==> config.mk <==
export PLATFORM = sky130hd
export DESIGN_NAME = memory_arbiter_flat
export DESIGN_NICKNAME = d
export VERILOG_FILES = /design/src/rtl/cpu_types_pkg.sv /design/src/rtl/memory_arbiter_if.sv /design/src/rtl/access_timer.sv /design/src/rtl/memory_arbiter.sv /design/src/flat_wrapper.sv
export SDC_FILE = /design/constraint.sdc
export NUM_CORES = 1
export LEC_CHECK = 0
export CAP_MARGIN = 25
export CORE_ASPECT_RATIO = 0.75
export CORE_UTILIZATION = 44
export CTS_CLUSTER_DIAMETER = 120
export DETAILED_ROUTE_END_ITERATION = 8
export GPL_TIMING_DRIVEN = 0
export PLACE_DENSITY = 0.85
export SETUP_SLACK_MARGIN = 0.3
export SYNTH_ARGS = -nofsm -noshare
export SYNTH_HDL_FRONTEND = slang
export SYNTH_SLANG_ARGS = --single-unit
==> constraint.sdc <==
create_clock -name CLK -period 4.8 [get_ports CLK]
set_input_delay 0.96 -clock CLK [delete_from_list [all_inputs] [get_ports CLK]]
set_output_delay 0.96 -clock CLK [all_outputs]
set_load 0.01 [all_outputs]
==> src/rtl/cpu_types_pkg.sv <==
// Shared CPU types: machine word, RAM status codes and the memory arbiter
// state encoding.
package cpu_types_pkg;

    typedef logic [31:0] word_t;

    typedef enum logic [1:0] {
        FREE   = 2'd0,
        BUSY   = 2'd1,
        ACCESS = 2'd2,
        ERROR  = 2'd3
    } ramstate_t;

    typedef enum logic [1:0] {
        IDLE  = 2'd0,
        DACC  = 2'd1,
        IACC  = 2'd2,
        FAULT = 2'd3
    } arb_state_t;

endpackage

==> src/rtl/memory_arbiter_if.sv <==
// Bundle of the CPU-side request/response signals and the RAM-side strobes
// and status around the memory arbiter. The arbiter is the master (it drives
// the RAM); the CPU caches and RAM together form the slave side.
interface memory_arbiter_if;
    import cpu_types_pkg::*;

    // CPU side
    logic      iREN;
    word_t     iaddr;
    logic      dREN;
    logic      dWEN;
    word_t     daddr;
    word_t     dstore;
    logic      ihit;
    logic      dhit;
    word_t     iload;
    word_t     dload;
    logic      fault;

    // RAM side
    logic      ramREN;
    logic      ramWEN;
    word_t     ramaddr;
    word_t     ramstore;
    ramstate_t ramstate;
    word_t     ramload;

    modport master (
        input  iREN, iaddr, dREN, dWEN, daddr, dstore, ramstate, ramload,
        output ihit, dhit, iload, dload, fault, ramREN, ramWEN, ramaddr, ramstore
    );

    modport slave (
        output iREN, iaddr, dREN, dWEN, daddr, dstore, ramstate, ramload,
        input  ihit, dhit, iload, dload, fault, ramREN, ramWEN, ramaddr, ramstore
    );

endinterface

==> src/rtl/access_timer.sv <==
// Wait-cycle counter for one RAM access. Cleared while the arbiter is idle,
// counts every enabled cycle and saturates at the limit. 'expired' flags the
// cycle whose increment makes the count reach the limit, so the caller can
// leave the access on that same edge.
module access_timer #(
    parameter int W = 4
) (
    input  logic         clk,
    input  logic         rst_n,
    input  logic         clear,
    input  logic         enable,
    input  logic [W-1:0] limit,
    output logic         expired
);

    logic [W-1:0] cnt_q;
    logic [W-1:0] cnt_d;

    // Next count: clear wins, otherwise count up to the limit and hold there.
    always_comb begin
        cnt_d = cnt_q;
        if (clear) begin
            cnt_d = '0;
        end else if (enable && (cnt_q != limit)) begin
            cnt_d = cnt_q + W'(1);
        end
    end

    // Count register.
    always_ff @(posedge clk or negedge rst_n) begin
        if (!rst_n) begin
            cnt_q <= '0;
        end else begin
            cnt_q <= cnt_d;
        end
    end

    assign expired = enable && (({1'b0, cnt_q} + (W+1)'(1)) >= {1'b0, limit});

endmodule

==> src/rtl/memory_arbiter.sv <==
// Arbitrates a single RAM port between instruction fetch and data access.
// Data requests win; each access waits for ACCESS from the RAM, pulses the
// matching hit for one cycle and returns to IDLE to re-arbitrate. A RAM
// ERROR or too many wait cycles lock the arbiter in FAULT until reset.
module memory_arbiter
    import cpu_types_pkg::*;
#(
    parameter int TIMEOUT = 15
) (
    input  logic             CLK,
    input  logic             nRST,
    memory_arbiter_if.master bus
);

    localparam int                CNT_W = $clog2(TIMEOUT + 1);
    localparam logic [CNT_W-1:0]  LIMIT = CNT_W'(TIMEOUT);

    arb_state_t state_q, state_d;
    word_t      addr_q,  addr_d;
    word_t      store_q, store_d;
    logic       wen_q,   wen_d;
    logic       ihit_q,  ihit_d;
    logic       dhit_q,  dhit_d;
    word_t      iload_q, iload_d;
    word_t      dload_q, dload_d;
    logic       fault_q, fault_d;

    logic       timer_clear;
    logic       timer_en;
    logic       timer_expired;
    logic       req_live;

    access_timer #(
        .W (CNT_W)
    ) u_timer (
        .clk     (CLK),
        .rst_n   (nRST),
        .clear   (timer_clear),
        .enable  (timer_en),
        .limit   (LIMIT),
        .expired (timer_expired)
    );

    // Next-state, capture and hit/fault decisions for the arbiter.
    always_comb begin
        state_d     = state_q;
        addr_d      = addr_q;
        store_d     = store_q;
        wen_d       = wen_q;
        ihit_d      = 1'b0;
        dhit_d      = 1'b0;
        iload_d     = iload_q;
        dload_d     = dload_q;
        fault_d     = fault_q;
        timer_clear = 1'b0;
        timer_en    = 1'b0;
        req_live    = (state_q == DACC) ? (bus.dREN || bus.dWEN) : bus.iREN;

        case (state_q)
            IDLE: begin
                timer_clear = 1'b1;
                if (bus.dREN || bus.dWEN) begin
                    state_d = DACC;
                    addr_d  = bus.daddr;
                    store_d = bus.dstore;
                    wen_d   = bus.dWEN;
                end else if (bus.iREN) begin
                    state_d = IACC;
                    addr_d  = bus.iaddr;
                    store_d = bus.dstore;
                    wen_d   = 1'b0;
                end
            end

            DACC, IACC: begin
                timer_en = (bus.ramstate != ACCESS);
                if (bus.ramstate == ERROR) begin
                    state_d = FAULT;
                    fault_d = 1'b1;
                end else if (bus.ramstate == ACCESS) begin
                    state_d = IDLE;
                    if (state_q == DACC) begin
                        dhit_d = 1'b1;
                        // A write completes with a hit but returns no data.
                        if (!wen_q) begin
                            dload_d = bus.ramload;
                        end
                    end else begin
                        ihit_d  = 1'b1;
                        iload_d = bus.ramload;
                    end
                end else if (!req_live) begin
                    state_d = IDLE;
                end else if (timer_expired) begin
                    state_d = FAULT;
                    fault_d = 1'b1;
                end
            end

            FAULT: begin
                state_d = FAULT;
            end

            default: begin
                state_d = IDLE;
            end
        endcase
    end

    // All arbiter state and registered outputs.
    always_ff @(posedge CLK or negedge nRST) begin
        if (!nRST) begin
            state_q <= IDLE;
            addr_q  <= '0;
            store_q <= '0;
            wen_q   <= 1'b0;
            ihit_q  <= 1'b0;
            dhit_q  <= 1'b0;
            iload_q <= '0;
            dload_q <= '0;
            fault_q <= 1'b0;
        end else begin
            state_q <= state_d;
            addr_q  <= addr_d;
            store_q <= store_d;
            wen_q   <= wen_d;
            ihit_q  <= ihit_d;
            dhit_q  <= dhit_d;
            iload_q <= iload_d;
            dload_q <= dload_d;
            fault_q <= fault_d;
        end
    end

    // RAM strobes are decoded purely from registered state.
    assign bus.ramREN   = (state_q == IACC) || ((state_q == DACC) && !wen_q);
    assign bus.ramWEN   = (state_q == DACC) && wen_q;
    assign bus.ramaddr  = addr_q;
    assign bus.ramstore = store_q;
    assign bus.ihit     = ihit_q;
    assign bus.dhit     = dhit_q;
    assign bus.iload    = iload_q;
    assign bus.dload    = dload_q;
    assign bus.fault    = fault_q;

endmodule

==> src/flat_wrapper.sv <==
// flat-port wrapper written by rule: the top's interface ports become plain ports
module memory_arbiter_flat import cpu_types_pkg::*;
#(
    parameter int TIMEOUT = 15
)
  (CLK, nRST, bus_iREN, bus_iaddr, bus_dREN, bus_dWEN, bus_daddr, bus_dstore, bus_ramstate, bus_ramload, bus_ihit, bus_dhit, bus_iload, bus_dload, bus_fault, bus_ramREN, bus_ramWEN, bus_ramaddr, bus_ramstore);
  memory_arbiter_if bus_i ();
  input  logic CLK;
  input  logic nRST;
  input wire logic [$bits(bus_i.iREN)-1:0] bus_iREN;
  input wire logic [$bits(bus_i.iaddr)-1:0] bus_iaddr;
  input wire logic [$bits(bus_i.dREN)-1:0] bus_dREN;
  input wire logic [$bits(bus_i.dWEN)-1:0] bus_dWEN;
  input wire logic [$bits(bus_i.daddr)-1:0] bus_daddr;
  input wire logic [$bits(bus_i.dstore)-1:0] bus_dstore;
  input wire logic [$bits(bus_i.ramstate)-1:0] bus_ramstate;
  input wire logic [$bits(bus_i.ramload)-1:0] bus_ramload;
  output wire logic [$bits(bus_i.ihit)-1:0] bus_ihit;
  output wire logic [$bits(bus_i.dhit)-1:0] bus_dhit;
  output wire logic [$bits(bus_i.iload)-1:0] bus_iload;
  output wire logic [$bits(bus_i.dload)-1:0] bus_dload;
  output wire logic [$bits(bus_i.fault)-1:0] bus_fault;
  output wire logic [$bits(bus_i.ramREN)-1:0] bus_ramREN;
  output wire logic [$bits(bus_i.ramWEN)-1:0] bus_ramWEN;
  output wire logic [$bits(bus_i.ramaddr)-1:0] bus_ramaddr;
  output wire logic [$bits(bus_i.ramstore)-1:0] bus_ramstore;
  assign bus_i.iREN = bus_iREN;
  assign bus_i.iaddr = bus_iaddr;
  assign bus_i.dREN = bus_dREN;
  assign bus_i.dWEN = bus_dWEN;
  assign bus_i.daddr = bus_daddr;
  assign bus_i.dstore = bus_dstore;
  assign bus_i.ramstate = bus_ramstate;
  assign bus_i.ramload = bus_ramload;
  assign bus_ihit = bus_i.ihit;
  assign bus_dhit = bus_i.dhit;
  assign bus_iload = bus_i.iload;
  assign bus_dload = bus_i.dload;
  assign bus_fault = bus_i.fault;
  assign bus_ramREN = bus_i.ramREN;
  assign bus_ramWEN = bus_i.ramWEN;
  assign bus_ramaddr = bus_i.ramaddr;
  assign bus_ramstore = bus_i.ramstore;
  memory_arbiter #(.TIMEOUT(TIMEOUT)) u_core (.CLK(CLK), .nRST(nRST), .bus(bus_i));
endmodule
[Word level (Yosys, flattened, before mapping)]
Cells that the tools add are included.
Storage, ports and cells
  word-level logic and storage cells: 74
  flip-flop bits (word level): 138
  output and inout port bits: 133
  bits of input ports: 135
Cells by class
  add/sub/neg operators: 2
  bitwise operators: 3
  muxes and demuxes: 30
  equality and inequality tests: 10
  reductions and logical operators: 18
  $lt $le $gt $ge: 1
Operators with widths (count)
  2-to-1 mux 32 bit: 4
  2-to-1 mux 1 bit: 17
  2-to-1 mux 2 bit: 6
  equality test 2 bit, second input constant: 4
  2-to-1 mux 4 bit: 2
  AND reduction 4 bit: 2
  nonzero test 2 bit: 4
  case mux 2 bit (3 select lines): 1
  adder 4 x 1 -> 5 bit, second input constant: 1
  >= comparator 5 x 4 -> 1 bit, second input constant: 1
  != test 5 x 4 -> 1 bit, second input constant: 1
  AND reduction 5 bit: 1
  adder 4 x 1 -> 4 bit, second input constant: 1
  logical AND 1 bit: 4
  != test 4 bit, second input constant: 1
  AND reduction 2 bit: 2
  != test 3 x 2 -> 1 bit, second input constant: 1
  inverter 1 bit: 3
  equality test 2 x 1 -> 1 bit, second input constant: 1
  zero test 2 bit: 1
  logical OR 1 bit: 2
  != test 2 x 1 -> 1 bit, second input constant: 1
  != test 2 bit, second input constant: 1
  OR reduction 2 bit: 1
  zero test 1 bit: 1

[Depth between registers and ports, before layout]
  word-level depth: 9
  mapped depth: 9
  mapped depth without buffers: 7

[Modules after synthesis]
From an unflattened synthesis, not the netlist that was laid out.
Second synthesis, totals
  cells, all modules: 420
  area, all modules: 5820.6 sq um
By module, submodules not included
  memory_arbiter: area each 5461.5 sq um, cells each 383, sequential area each 3353.2 sq um, times used 1
  access_timer: area each 359.1 sq um, cells each 37, sequential area each 100.1 sq um, times used 1

[Least setup slack after synthesis]
Ideal clock, no wire load.
  path kind: input-to-reg
  start: input bus_ramstate[0]
  end: register u_core.dload_q[0] (netlist: u_core.bus.dload[0])
  required time: 4.675 ns
  stages: 4
  setup slack: 2.678 ns
  data arrival time: 1.997 ns
  path buffers: 1
  library setup time: 0.125 ns
  cells stage by stage: nand2b_1 > nor3b_2 > buf_4 > mux2_2
Between the ends
  word-level cells in the longest chain between the ends: 3
RTL lines
  start: declaration: RTL line flat_wrapper.sv:16  | input wire logic [$bits(bus_i.ramstate)-1:0] bus_ramstate;
  equality test 2 bit: RTL line memory_arbiter.sv:77  | if (bus.ramstate == ERROR) begin
  inverter 1 bit (no line)
  AND reduction 5 bit (no line) (*)
  end signal: assignment: RTL line memory_arbiter.sv:130  | dload_q <= dload_d;
  end: declaration: RTL line memory_arbiter.sv:25  | word_t dload_q, dload_d;
Mark *: on every way between the ends. The rest lies on a longest branch, timed or not.
A chain may end at the register's enable or synchronous reset.

[Worst setup path after layout]
  start: register u_core.state_q[1]
  end: output bus_ramWEN
Between the ends
  word-level cells in the longest chain between the ends: 2
RTL lines
  start: declaration: RTL line memory_arbiter.sv:18  | arb_state_t state_q, state_d;
  start signal: assignment: RTL line memory_arbiter.sv:123  | state_q <= state_d;
  equality test 2 x 1 -> 1 bit: RTL line memory_arbiter.sv:137  | assign bus.ramWEN = (state_q == DACC) && wen_q;
  logical AND 1 bit: RTL line memory_arbiter.sv:137
  end: declaration: RTL line flat_wrapper.sv:24  | output wire logic [$bits(bus_i.ramWEN)-1:0] bus_ramWEN;
Every way passes these cells.

==> flow_summary.toml <==
[outcome]
outcome = "completed"

[pwr]
p_seq_share_pct = 33.8
powerDensity_nw_per_um2 = 663
clkPwrFrac_pct = 21.3
internal-power_w = 0.00417
p_sw_share_pct = 31.6
p_switching_w = 0.00192
vdd_drop_max_mv = 0.338
p_comb_share_pct = 44.9
power.leakage_nw = 3.89

[sta]
maxSlewViolCount = 0
worst_pin_slew_ps = 523
period_share_pct = 63.1
finalHoldViolations = 0
skew_ps = 8.43
finalSetupViolCount = 0
period_minus_slack_ps = 3030
fin_setup_tns_ps = 0
max_freq_mhz = 330
slew_headroom_pct = 65.1
rsz0062_at_grt = "no"

[worst_setup_path]
critPathRequiredTime_ps = 3840
crit_start = "u_core.state_q[1]$_DFFE_PN0P_"
cp_slowest_stage_delay_ps = 570
end_kind = "primary output"
slowest_stage = "clkdlybuf4s50_1"
cp_data_arrival_time_ps = 2070
cpMostUsedCell = "inv_1"
crit_fanout = 5
path_cells = "inv_1 > ha_1 > inv_1 > nor2_1 > clkdlybuf4s50_1"
reg2reg_to = "u_core.bus.iload[4]$_DFFE_PN0P_"
r2r_cells = 6
worstSetupEndpoint = "bus_ramWEN"
path_class = "reg -> out"
r2r_slack_ps = 2550
r2r-start = "u_core.state_q[0]$_DFFE_PN0P_"
startpoint_type = "flop"

[final_layout]
drive_gt1_share_pct = 22.0
fill_cells = 838
num-nets-final = 837
instances_no_fill = 874
syn_to_final_growth_pct = 61.8
antenna_cells = 0
design_area_um2 = 9180

[global_routing]
antenna_found_initial = 0
grt.overflow.total = 0
grt_max_degree = 106
grt_pass1_vias = 4510
grt_pass1_wl_um = 24000
track_usage_pct = 23.4

[die]
die_h_um = 100
start_util_pct = 45.6
num_rows = 35
core-area_um2 = 12400
dieArea_um2 = 13400
ios = 268
die_w_um = 133

[logic_synthesis]
avgSynthCellArea_um2 = 13.9
synth_cell_types = 33
synth_edf_count = 0
yosysWarnings = 0
synthFlopType = "dfrtp_1"
async_reset_ff_share_pct = 100
synth-seq-cells = 138
synth.cell_area_um2 = 5680
syn_inst = 408
ys_seq_area_share_pct = 60.8
syn_nets = 550

[drt]
ant_nets = 0
via_per_inst = 4.97
remaining_drc_errors = 0
firstDrtPassIters = 4
wl_per_cell_um = 17.4
vias = 4345
wl_um = 15200
drtIter0Drc = 164

[place]
gp_congestion = 0.788
placedCellCount = 842
port-buffer-count = 267
dpl_cell_area_um2 = 8590
place_hpwl_um = 11400

[clocking]
cts_tree = "yes"
clk_latency_ps = 410
holdBufCountCts = 0
post_cts_buffers = 0
clock-sinks = 138
cts-buffers-inserted = 17
cts_buffer_depth = 2
cts_root_buffer = "clkbuf_16"
cts.htree.levels = 4
clkTransAtPathRegs_ps = 60
cts_resized = 0

[flow_run]
cap_violations = 0

[worst_hold_path]
hold_class = "in -> async"
[worst max-delay path: cells and delay by family, from the launching register on]
family | cells | cell delay [ps]
buffers and inverters | 3 | 790
flip-flops | 1 | 420
adder cells (fa/ha/maj) | 1 | 320
AND/OR/NAND/NOR | 1 | 130
[metal layers]
metal / share of wire, % / wire [µm] / vias to the layer above / track usage, %
met5: 0 / 0 / - / 0
met4: 1.2 / 187 / 0 / 6.56
li1: - / - / 2002 / -
met3: 6.7 / 1020 / 14 / 6.67
met2: 52 / 7910 / 170 / 41.4
met1: 40 / 6100 / 2159 / 28.0
[worst min-delay path by stage]
stage	startpoint	end	slack [ps]	depth (start not counted)
after global routing	nRST	u_core.bus.ramstore[14]$_DFFE_PN0P_	450	1
after global placement	u_core.bus.ramaddr[31]$_DFFE_PN0P_	u_core.bus.ramaddr[31]$_DFFE_PN0P_	460	2
final	nRST	u_core.bus.ramstore[5]$_DFFE_PN0P_	440	1
after detailed placement	u_core.bus.ramaddr[16]$_DFFE_PN0P_	u_core.bus.ramaddr[16]$_DFFE_PN0P_	470	2
after floorplan	u_core.wen_q$_DFFE_PN0P_	u_core.wen_q$_DFFE_PN0P_	490	2
after CTS	nRST	u_core.bus.ramstore[5]$_DFFE_PN0P_	430	1
[state kept, by name, summed over array words and instances (netlist names), 2 cells and up]
name,flops
u_core.state_q,2
u_core.bus.ramstore,32
u_core.bus.ramaddr,32
u_core.u_timer.cnt_q,4
u_core.bus.iload,32
u_core.bus.dload,32
[per-stage QoR]
stage / worst slack, ps / total power (W) / util (%) / hold WS, ps
4_1_cts: 1760 / 0.00614 / 73.8 / 429
3_5_place_dp: 1880 / 0.00482 / 69.0 / 469
3_3_place_gp: -2370 / 0.00469 / 68.8 / 460
2_1_floorplan: 2680 / 0.00326 / - / 485
5_1_grt: 1670 / 0.00642 / 73.8 / 449
6_report: 1770 / 0.00609 / 73.8 / 441
[cell families (layout without fill, tap and decap cells)]
logic type	Yosys count	in the layout	synth area share (%)
buffers and inverters	27	327	2.56
muxes	129	129	24.9
DFF	138	138	60.8
and+or+nand+nor	60	60	4.85
AOI/OAI and AO/OA	45	45	5.05
adders and majority gates	7	7	1.54
xor gates and xnor gates	2	2	0.309
[cell usage in the layout, fill, tap and decap left out, types with 2 or more instances in the layout]
cell,instances
inv_6,2
clkbuf_1,5
a21oi_1,2
o21ai_0,33
buf_4,9
mux2_2,96
ha_1,7
clkinv_4,4
xnor2_1,2
clkbuf_8,2
nand2_1,38
clkbuf_16,17
nor2_1,7
bufinv_16,2
nor3_1,3
a21o_2,2
clkinvlp_4,3
clkdlybuf4s50_1,266
nand2b_1,2
buf_2,8
mux2i_1,33
inv_1,6
nand3_1,2
dfrtp_1,138
[cells in the mapped netlist, drive strengths merged (4+ instances only)]
library cell	instances	share of area [%]
buf	17	1.9
clkbuf	4	0.26
dfrtp	138	61
ha	7	1.5
inv	6	0.40
mux2	96	19
mux2i	33	5.8
nand2	38	2.5
nor2	8	0.66
nor3	4	0.44
o21ai	33	2.9
[final cells by class]
type	instances	area (µm²)	share of cell area [%]
clock buffer	20	457	4.97
inverter	6	22.5	0.245
multi-input combinational	243	2080	22.6
sequential	138	3450	37.6
tap	166	208	2.26
timing repair buffer	268	2700	29.4
clock inverter	12	140	1.53
buffer	21	123	1.34
[power by group through the flow]
stage                     clock network, W  registers (W)  logic [W]
final                              0.00130        0.00206    0.00273
after floorplan                          0        0.00230   0.000963
after global routing               0.00137        0.00213    0.00292
after global placement                   0        0.00202    0.00266
after CTS                          0.00132        0.00206    0.00276
after detailed placement                 0        0.00208    0.00274
No activity file was read; power rests on OpenSTA's default activity.
